[config.mk]
export PLATFORM = sky130hd
export DESIGN_NAME = simon_button_arbiter
export DESIGN_NICKNAME = d
export VERILOG_FILES = /design/src/rtl/simon_input_pkg.sv /design/src/rtl/btn_debounce_ch.sv /design/src/rtl/simon_button_arbiter.sv
export SDC_FILE = /design/constraint.sdc
export NUM_CORES = 1
export LEC_CHECK = 0
export BUFFER_PORTS_ARGS = -buffer_cell sky130_fd_sc_hd__buf_2
export CAP_MARGIN = 20
export CORE_MARGIN = 2
export CORE_UTILIZATION = 45
export CTS_BUF_LIST = sky130_fd_sc_hd__clkbuf_16
export CTS_CLUSTER_SIZE = 30
export DETAILED_ROUTE_END_ITERATION = 16
export GPL_ROUTABILITY_DRIVEN = 0
export GPL_TIMING_DRIVEN = 0
export PLACE_DENSITY = 0.59
export SYNTH_ARGS = -nofsm -noshare
export SYNTH_HDL_FRONTEND = slang
export SYNTH_SLANG_ARGS = --single-unit
[constraint.sdc]
create_clock -name clock -period 2.3 [get_ports clock]
set_clock_uncertainty 0.05 [all_clocks]
set_input_delay 0.46 -clock clock [delete_from_list [all_inputs] [get_ports clock]]
set_output_delay 0.46 -clock clock [all_outputs]
set_load 0.005 [all_outputs]
[src/rtl/simon_input_pkg.sv]
// Shared types and constants for the Simon button front-end.
package simon_input_pkg;

  localparam int N_BTN     = 4;
  localparam int BTN_IDX_W = $clog2(N_BTN);

  typedef enum logic [1:0] {
    S_IDLE         = 2'd0,
    S_WAIT_RELEASE = 2'd1,
    S_ARMED        = 2'd2,
    S_REPORT       = 2'd3
  } state_e;

endpackage

[src/rtl/btn_debounce_ch.sv]
// One debounce channel: the output follows the input only after DB_CYCLES
// consecutive cycles of disagreement.
module btn_debounce_ch #(
  parameter int DB_CYCLES = 1_000_000
) (
  input  logic clock,
  input  logic reset,
  input  logic in,
  output logic out
);

  localparam int CNT_W = (DB_CYCLES > 1) ? $clog2(DB_CYCLES) : 1;
  localparam logic [CNT_W-1:0] CNT_LAST = CNT_W'(DB_CYCLES - 1);

  logic [CNT_W-1:0] cnt_q, cnt_d;
  logic             out_q, out_d;

  // NOTE: every signal assigned here gets a default first, so no path can infer a latch.
  always_comb begin
    cnt_d = '0;
    out_d = out_q;
    if (in != out_q) begin
      if (cnt_q == CNT_LAST) begin
        out_d = in;
      end else begin
        cnt_d = cnt_q + CNT_W'(1);
      end
    end
  end

  // NOTE: non-blocking assignments so every flop updates from pre-edge values.
  always_ff @(posedge clock) begin
    if (reset) begin
      cnt_q <= '0;
      out_q <= 1'b0;
    end else begin
      cnt_q <= cnt_d;
      out_q <= out_d;
    end
  end

  assign out = out_q;

endmodule

[src/rtl/simon_button_arbiter.sv]
// Debounces the four game buttons and reports one armed press (first rising
// edge, lowest index on ties) over valid/ready, with an arm-window timeout.
module simon_button_arbiter #(
  parameter int N_BTN          = 4,
  parameter int DB_CYCLES      = 1_000_000,
  parameter int TIMEOUT_CYCLES = 500_000_000
) (
  input  logic                     clock,
  input  logic                     reset,
  input  logic [N_BTN-1:0]         btn_raw,
  input  logic                     arm,
  input  logic                     abort,
  output logic                     press_valid,
  output logic [$clog2(N_BTN)-1:0] press_idx,
  input  logic                     press_ready,
  output logic                     timeout,
  output logic                     armed,
  output logic [N_BTN-1:0]         btn_db
);

  import simon_input_pkg::*;

  localparam int IDX_W = $clog2(N_BTN);
  localparam int TMR_W = (TIMEOUT_CYCLES > 1) ? $clog2(TIMEOUT_CYCLES) : 1;
  localparam logic [TMR_W-1:0] TMR_LAST = TMR_W'(TIMEOUT_CYCLES - 1);

  state_e           state_q, state_d;
  logic [IDX_W-1:0] idx_q, idx_d, first_idx;
  logic [TMR_W-1:0] timer_q, timer_d;
  logic             timeout_q, timeout_d;
  logic [N_BTN-1:0] btn_db_q, rise;

  for (genvar i = 0; i < N_BTN; i++) begin : g_db
    btn_debounce_ch #(.DB_CYCLES(DB_CYCLES)) u_ch (
      .clock (clock),
      .reset (reset),
      .in    (btn_raw[i]),
      .out   (btn_db[i])
    );
  end

  assign rise = btn_db & ~btn_db_q;

  // Descending scan so the lowest set index is the one left standing.
  always_comb begin
    first_idx = '0;
    for (int i = N_BTN - 1; i >= 0; i--) begin
      if (rise[i]) first_idx = IDX_W'(i);
    end
  end

  always_comb begin
    state_d   = state_q;
    idx_d     = idx_q;
    timeout_d = 1'b0;
    // Any non-ARMED cycle zeroes the timer, so it reads 0 on ARMED entry.
    timer_d   = (state_q == S_ARMED) ? timer_q + TMR_W'(1) : '0;
    if (abort) begin
      state_d = S_IDLE;
    end else begin
      case (state_q)
        S_IDLE: begin
          if (arm) state_d = (|btn_db) ? S_WAIT_RELEASE : S_ARMED;
        end
        S_WAIT_RELEASE: begin
          if (btn_db == '0) state_d = S_ARMED;
        end
        S_ARMED: begin
          if (|rise) begin
            state_d = S_REPORT;
            idx_d   = first_idx;
          end else if (timer_q == TMR_LAST) begin
            state_d   = S_IDLE;
            timeout_d = 1'b1;
          end
        end
        S_REPORT: begin
          if (press_ready) state_d = S_IDLE;
        end
        default: state_d = S_IDLE;
      endcase
    end
  end

  always_ff @(posedge clock) begin
    if (reset) begin
      state_q   <= S_IDLE;
      idx_q     <= '0;
      timer_q   <= '0;
      timeout_q <= 1'b0;
      btn_db_q  <= '0;
    end else begin
      state_q   <= state_d;
      idx_q     <= idx_d;
      timer_q   <= timer_d;
      timeout_q <= timeout_d;
      btn_db_q  <= btn_db;
    end
  end

  assign press_valid = (state_q == S_REPORT);
  assign press_idx   = idx_q;
  assign timeout     = timeout_q;
  assign armed       = (state_q == S_WAIT_RELEASE) || (state_q == S_ARMED);

endmodule

Yosys cells after proc, flatten, opt, wreduce, memory -nomap -nowiden

Index checks and enable logic that the tools add are counted.

Output and inout bits: 9
Logic and storage cells: 72
Flip-flop bits (word level): 122
Input bits: 9

Multiplexer cells: 12
Add/subtract/negate cells: 5
Reduce and logical (&&, ||, !) cells: 18
Bitwise logic cells: 8
Equality and inequality tests: 16

Operators by type and width:

| cell                                                             | count |
|---|---|
| 20-bit by 1-bit adder with 20-bit output (second input constant) | 4 |
| 20-bit == test (second input constant)                           | 4 |
| 29-bit by 1-bit adder with 29-bit output (second input constant) | 1 |
| 29-bit == test (second input constant)                           | 1 |
| 2-bit two-way mux                                                | 10 |
| 3-bit OR reduction                                               | 4 |
| 2-bit case mux with 4 select lines                               | 1 |
| 2-bit AND reduction                                              | 4 |
| 4-bit OR reduction                                               | 2 |
| 7-bit OR reduction                                               | 1 |
| 1-bit NOT                                                        | 6 |
| 4-bit bitwise AND                                                | 1 |
| 2-bit == test (second input constant)                            | 2 |
| 4-bit logical NOT                                                | 1 |
| 1-bit != test                                                    | 4 |
| 2-bit != test (second input constant)                            | 2 |
| 4-bit NOT                                                        | 1 |
| 4-bit AND reduction                                              | 1 |
| 2-bit OR reduction                                               | 2 |
| 3-bit != test (second input constant)                            | 1 |
| 3-bit AND reduction                                              | 1 |
| 2-bit by 1-bit == test with 1-bit output (second input constant) | 1 |
| 2-bit logical NOT                                                | 1 |
| 2-bit by 1-bit != test with 1-bit output (second input constant) | 1 |
| other kinds (2)                                                  | 2 |

Depth between registers and ports, before layout

Gate-level depths: netlist of run 1.

Depth after elaboration: 6
Depth in mapped cells: 8

Hierarchy

Synthesis of run 1 repeated with hierarchy kept, for this count alone.

Cell total of the unflattened synthesis: 659
Area total of the unflattened synthesis: 5655.4 um^2

Modules (own cells, without submodules):

| module               | times used | area each (um^2) | sequential area each (um^2) | cells each |
|---|---|---|---|---|
| btn_debounce_ch      | 4          | 965.9            | 420.4                       | 111 |
| simon_button_arbiter | 1          | 1791.7           | 760.7                       | 215 |

Worst setup path after synthesis of run 1

Ideal clock, no wire load.

Kind: register to register
Start: register g_db[1].u_ch.cnt_q[0]
End: register g_db[1].u_ch.cnt_q[5]
Cell stages (with the launch flop): 9
Data required time: 2.135 ns
Setup slack: 0.469 ns
Period minus slack after synthesis: 1.831 ns
Path buffers: 2
Arrival: 1.666 ns
Cell sequence: dfxtp_1 -> ha_1 -> nand3_1 -> or2_1 -> or3_1 -> nand2b_1 -> buf_4 -> buf_4 -> nor2_1

Cells in the longest elaborated chain, start to end: 2
Elaborated cells between the ends (all ways): 3
Classes of those cells: add/sub: 1; eq/ne: 1; reduce/logical: 1

Ends and longest elaborated chain:

| what                                                                             | line                  | RTL |
|---|---|---|
| start: declaration                                                               | btn_debounce_ch.sv:15 | `logic [CNT_W-1:0] cnt_q, cnt_d;` |
| start signal: assignment                                                         | btn_debounce_ch.sv:37 | `cnt_q <= cnt_d;` |
| branches (longest 2 deep; another with 20-bit by 1-bit adder with 20-bit output) | n/a                   |  |

Several ways; the timed one is not identified.
A chain may end at the register's enable or synchronous reset.

Final worst setup path of run 1

Start: register g_db[1].u_ch.cnt_q[0]
End: register g_db[1].u_ch.cnt_q[4]

The elaborated chain is that of the path after synthesis.

==> results of run 1 <==
-- metal layers --
metal,GRT usage (%),up-vias,part of all wire (%)
li1,-,2176,-
met1,22.8,1891,51
met2,27.3,40,45
met3,5.56,8,2.5
met4,7.07,0,1.2
met5,0,-,0
-- cell type report --
cell class / instances / area share, %
multi-input combinational: 466 / 45.0
sequential: 122 / 38.5
clock buffer: 17 / 6.71
tap: 147 / 2.90
clock inverter: 15 / 2.23
timing repair buffer: 21 / 2.01
buffer: 17 / 1.54
inverter: 18 / 1.07
-- synthesized netlist by cell type (all sizes together) (2+ instances only) --
| library cell | count |
|---|---|
| and4 | 8 |
| a21oi | 4 |
| and2 | 2 |
| dfxtp | 122 |
| nand2b | 11 |
| or3 | 6 |
| clkbuf | 6 |
| inv | 18 |
| nor2 | 129 |
| or4 | 3 |
| nor2b | 4 |
| nand2 | 47 |
| mux2i | 7 |
| xor2 | 49 |
| nor4b | 7 |
| nand4 | 16 |
| nor3 | 19 |
| o21ai | 4 |
| and3 | 15 |
| nor4 | 18 |
| buf | 11 |
| nand3 | 48 |
| xnor2 | 51 |
| ha | 9 |
-- stage by stage --
step                      hold slack [ns]  power, mW  cell area (um2)
final                               0.269       4.78             6340
after floorplan                     0.380       2.24             5460
after global placement              0.394       2.27             5730
after CTS                           0.253       4.84             6300
after detailed placement            0.398       2.27             5730
after global routing                0.272       4.95             6340
-- state kept, by name, indices dropped and copies added, names as in the netlist --
signal / cells
g_db.u_ch.cnt_q: 80
timer_q: 29
btn_db_q: 4
g_db.u_ch.out: 4
press_idx: 2
state_q: 2
timeout: 1
-- power by group through the flow --
stage          clock network (mW)  registers, mW  logic, mW
2_1_floorplan                   0           2.18     0.0607
3_3_place_gp                    0           2.18     0.0889
3_5_place_dp                    0           2.18     0.0904
4_1_cts                      2.62           2.13     0.0907
5_1_grt                      2.71           2.13      0.103
6_report                     2.56           2.13     0.0887
-- worst max-delay path, cell delays in order (launching register included) --
cell	delay (ns)
dfxtp_1	0.36
ha_1	0.20
nand3_1	0.15
or2_1	0.31
or3_1	0.37
nand2b_1	0.09
buf_4	0.16
buf_4	0.18
nor2_1	0.06
-- path summary, 6_finish.rpt --
| check | from | endpoint | slack [ns] | depth (start not counted) |
|---|---|---|---|---|
| setup / recovery | g_db[1].u_ch.cnt_q[0] | g_db[1].u_ch.cnt_q[4] | 0.26 | 8 |
| hold / removal | btn_raw[0] | g_db[0].u_ch.out | 0.27 | 3 |
| setup reg to reg | g_db[1].u_ch.cnt_q[0] | g_db[1].u_ch.cnt_q[4] | 0.26 | 8 |
| hold reg to reg | g_db[1].u_ch.cnt_q[0] | g_db[1].u_ch.cnt_q[0] | 0.40 | 1 |
-- logic make-up after synthesis --
kind of cell    share of synthesized area [%]
compound gates                           1.54
xor+xnor                                 16.0
fa+ha+maj                                2.06
buf+inv                                  3.02
flops                                    44.7
mux                                      1.28
simple gates                             31.3
-- what timing repair did --
action,CTS,global route
setup buffers,0,4
endpoints found under the hold margin,0,0
endpoints found under the setup margin,0,2
==> flow_summary.ini, run 1 <==
[power_and_ir_drop]
p_comb_share_pct = 1.9
power_leakage_nw = 2.19
switching_share_pct = 20.2
pwr-share-clk_pct = 53.5
vdd_drop_max_uv = 462
seq_power_share_pct = 44.6
intPower_mw = 3.82
power.net_switching_uw = 964
power_density_nw_per_um2 = 754

[logic_synthesis]
synth_cell_types = 42
synthFlopType = dfxtp_1
ys_seq_elements = 122
ys_async_sr_fraction_pct = 0
synth.top_cells.by_area = dfxtp_1 (45%), nor2_1 (8.8%), xnor2_1 (8.2%)
avgSynthCellArea_um2 = 8.77
yosysSeqAreaShare_pct = 44.7
synth_cell_area_um2 = 5460
number_of_enable_type_register_cells_in_the_synthesized_netlist = 0
synth_nets = 641
yosys_warnings = 0
synth_top_area_share_pct = 44.7
synthesis.instances = 623
yosys.area.top_type = dfxtp_1

[final_layout]
multiInputGateArea_um2 = 2850
layout-area-overhead-vs-synth_pct = 16.1
final_cell_mix = nor2_1 (128), dfxtp_1 (122), xnor2_1 (51), xor2_1 (49), nand3_1 (47)
post_layout_nonfiller_instances = 823
finish.utilization_pct = 53.2
num-nets-final = 681
drive_gt1_share_pct = 10.7
filler_cells = 1090
most_common_cell_after_layout_fill_and_taps_aside = nor2_1
antenna_cells = 0
sequential_cell_area_um2 = 2440

[clocking]
worst_skew_pair.late_latency_ns = 0.41
cts_tree = yes
ctsLongestPathBuffers = 2
cts_made_buffers = 17
cts_max_level = 4
ctsHoldBuffers = 0
cts.sinks = 122
postCtsResizedCells = 0
clkTransAtPathRegs_ns = 0.05
root_buffer = clkbuf_16

[detailed_routing]
detail_route.iter0.violations = 161
post_drt_wl_per_cell_um = 12.6
via_density_per_instance = 5.00
via_count = 4115
route.antenna.remaining_nets = 0
drt_first_pass_iters = 4
drt_wl_total_um = 10300
post-route-drc-count = 0

[die]
pin_count = 18
total_die_area_um2 = 13000
coreArea_um2 = 11900
die_width_um = 114
number_of_core_rows = 40
die_h_um = 114
initial_utilization_pct = 45.9

[worst_setup_path]
start_kind = flop
worstSetupEndpointType = flop
worstPathMaxFanout = 10
crit_type = flop to flop
cp.arrival_ns = 2.29
data_required_time_of_the_worst_path_ns = 2.55

[timing]
period_share_pct = 88.8
finalHoldViolCount = 0
fin_crit_ns = 2.04
setup_viol_count_final = 0
finalSetupTns_ns = 0
fin_ws_ns = 0.258
grt_setup_unrepaired = false
relSlewSlack_pct = 54.7
max_freq_ghz = 0.490
worstMarginPinSlew_ns = 0.675
report.final.slew_viol_count = 0

[global_routing]
grt_first_pass_wirelength_um = 18400
grt_pass1_vias = 3989
number_of_antenna_violations_at_the_first_check_in_global_routing = 0
grt_start_max_net_pins = 17
globalRouteOverflowTotal = 0
global_route_usage_over_all_layers_pct = 17.6

[run_status]
status = finished, final reports clean

[placement]
place.port_buffers = 17
placedCellCount = 787
pre_cts_ws_ns = 0.0642
hpwl_um = 7170

[run]
max_cap_violations = 0

[worst_hold_path]
min-delay-path-class = input port to flop
Note: power is estimated with default switching activity, not from simulation.
==> run 2, diff against run 1 <==
--- a/config.mk
+++ b/config.mk
@@ -8,13 +8,13 @@
 export BUFFER_PORTS_ARGS = -buffer_cell sky130_fd_sc_hd__buf_2
 export CAP_MARGIN = 20
 export CORE_MARGIN = 2
-export CORE_UTILIZATION = 45
+export CORE_UTILIZATION = 61
 export CTS_BUF_LIST = sky130_fd_sc_hd__clkbuf_16
 export CTS_CLUSTER_SIZE = 30
 export DETAILED_ROUTE_END_ITERATION = 16
 export GPL_ROUTABILITY_DRIVEN = 0
 export GPL_TIMING_DRIVEN = 0
-export PLACE_DENSITY = 0.59
+export PLACE_DENSITY = 0.76
 export SYNTH_ARGS = -nofsm -noshare
 export SYNTH_HDL_FRONTEND = slang
 export SYNTH_SLANG_ARGS = --single-unit
==> run 2 against run 1 <==
Effect of this change: register-to-register slack got worse by 0.05 ns; fmax fell by 2.2%; global-route usage rose by 5.1 points; die area fell by 25%; sequential share of layout area rose by 0.36 points; via count rose by 3.5%; largest cell class unchanged; wire length rose by 1.4%; flip-flop and latch count did not move; cell count fell by 5.0%.
==> flow_summary.ini, run 2 (synthesized netlist as in run 1, its figures left out) <==
[timing]
max_freq_ghz = 0.479
setup_viol_count_final = 0
finalSetupTns_ns = 0
fin_crit_ns = 2.09
final.hold.worst_slack_ns = 0.279
period_share_pct = 90.8
report.final.slew_viol_count = 0
fin_ws_ns = 0.212
grt_setup_unrepaired = false
finalHoldViolCount = 0
worstMarginPinSlew_ns = 0.687
relSlewSlack_pct = 53.8

[final_layout]
post_layout_nonfiller_instances = 782
fin_area_um2 = 6280
reg_top3 = g_db.u_ch.cnt_q (80), timer_q (29)
filler_cells = 663
layout-area-overhead-vs-synth_pct = 15.0
largest_reg_flops = 80
final_cell_mix = nor2_1 (128), dfxtp_1 (122), xnor2_1 (51), xor2_1 (49), nand3_1 (47)
regMostFlops = g_db.u_ch.cnt_q
antenna_cells = 0
drive_gt1_share_pct = 11.0
num-nets-final = 679
most_common_cell_after_layout_fill_and_taps_aside = nor2_1

[worst_setup_path]
worstSetupEndpointType = flop
crit_type = flop to flop
r2r-start = g_db[1].u_ch.cnt_q[0]
worstPathMaxFanout = 10
slowest_stage = or3_1
cpPeakStageDelay_ns = 0.38
critical_path.endpoint = g_db[1].u_ch.cnt_q[3]
critical_path.reg2reg.endpoint = g_db[1].u_ch.cnt_q[3]
critPathLaunch = g_db[1].u_ch.cnt_q[0]
cp.arrival_ns = 2.34
path_cells = ha_1 > nand3_1 > or2_1 > or3_1 > nand2b_1 > buf_4 > buf_4 > nor2_1
reg2reg_setup_slack_ns = 0.21
r2r.worst_path.cells = 8
start_kind = flop
timing.critical_path.mode_cell = buf_4
data_required_time_of_the_worst_path_ns = 2.55

[clocking]
ctsHoldBuffers = 0
cts_max_level = 4
cts_tree = yes
cts_made_buffers = 17
cts.sinks = 122
worst_skew_pair.late_latency_ns = 0.41
root_buffer = clkbuf_16
ctsLongestPathBuffers = 2
clkTransAtPathRegs_ns = 0.06

[placement]
pre_cts_ws_ns = 0.0963
hpwl_um = 6990
dpl_cell_area_um2 = 5680
placedCellCount = 748
place.port_buffers = 17

[global_routing]
grt_start_max_net_pins = 17
grt_pass1_vias = 4102
number_of_antenna_violations_at_the_first_check_in_global_routing = 0
globalRouteOverflowTotal = 0
grt_first_pass_wirelength_um = 18000
global_route_usage_over_all_layers_pct = 22.6

[die]
die_h_um = 98.6
pin_count = 18
initial_utilization_pct = 62.6
coreArea_um2 = 8720
die_width_um = 98.6
number_of_core_rows = 34
total_die_area_um2 = 9730

[detailed_routing]
met2_length_um = 5130
route.antenna.remaining_nets = 0
total_met3_wirelength_after_detailed_routing_um = 305
top_signal_layer_used = met4
post-route-drc-count = 0
detail_route.iter0.violations = 128
via_count = 4258
drt_first_pass_iters = 4
post_drt_wl_per_cell_um = 13.4
wirelength_met1_um = 4870
via_density_per_instance = 5.45
drt_wl_total_um = 10500

[run_status]
status = finished, final reports clean

[power_and_ir_drop]
power_leakage_nw = 2.18
vdd_drop_max_uv = 442
power_density_nw_per_um2 = 771

[worst_hold_path]
worstHoldPathCells = 3
hold_path_startpoint = btn_raw[1]
min-delay-path-class = input port to flop

[run]
max_cap_violations = 0
==> run 2: changes by cell type in the layout (fill, tap and decap cells not counted), sizes merged <==
cell	previous run	this run
buf	32	30
clkinvlp	0	2
clkinv	9	7
==> run 2: timing repair <==
| item | in CTS | in global routing |
|---|---|---|
| hold endpoints to repair | 0 | 0 |
| gates resized for setup | 0 | 0 |
| setup endpoints to repair | 0 | 2 |
| buffers inserted | 0 | 2 |
==> run 2: where the power goes <==
group          leakage [nW]  internal, mW  switching [mW]
clock                 0.293          1.68           0.938
sequential            0.984          2.12         0.00915
combinational         0.899        0.0316          0.0584
total                  2.18          3.84            1.01
==> run 2: area by class of cell <==
| type | count | area (um2) | area share (%) |
|---|---|---|---|
| Tap cell | 108 | 135 | 2.15 |
| Clock buffer | 17 | 425 | 6.77 |
| Multi-Input combinational cell | 466 | 2850 | 45.4 |
| Timing Repair Buffer | 19 | 100 | 1.59 |
| Sequential cell | 122 | 2440 | 38.9 |
| Clock inverter | 15 | 159 | 2.53 |
| Buffer | 17 | 97.6 | 1.55 |
| Inverter | 18 | 67.6 | 1.08 |
==> run 2: metal layers <==
layer  vias to the layer above  track usage [%]
met2                        55             38.3
met3                        16             5.18
li1                       2170                -
met4                         0             9.38
met1                      2017             27.9
met5                         -                0
==> run 2: how the worst min path moves through the flow <==
| stage | end | slack (ns) |
|---|---|---|
| final | g_db[1].u_ch.out | 0.28 |
| after global routing | g_db[2].u_ch.out | 0.30 |
| after CTS | g_db[2].u_ch.out | 0.27 |
| after detailed placement | g_db[3].u_ch.cnt_q[0] | 0.41 |
| after global placement | g_db[1].u_ch.cnt_q[0] | 0.39 |
| after floorplan | g_db[1].u_ch.cnt_q[0] | 0.38 |
==> run 2: per-stage QoR <==
step	util [%]	power (mW)
4_1_cts	71.9	4.87
2_1_floorplan	-	2.24
3_5_place_dp	65.2	2.27
5_1_grt	72.0	4.99
6_report	72.0	4.84
3_3_place_gp	65.2	2.26
==> run 2: worst max-delay path: cells and delay by family (launching register included) <==
kind / cells / cell delay (ns)
buf+inv: 2 / 0.34
fa+ha+maj: 1 / 0.21
simple gates: 5 / 1.00
flops: 1 / 0.37
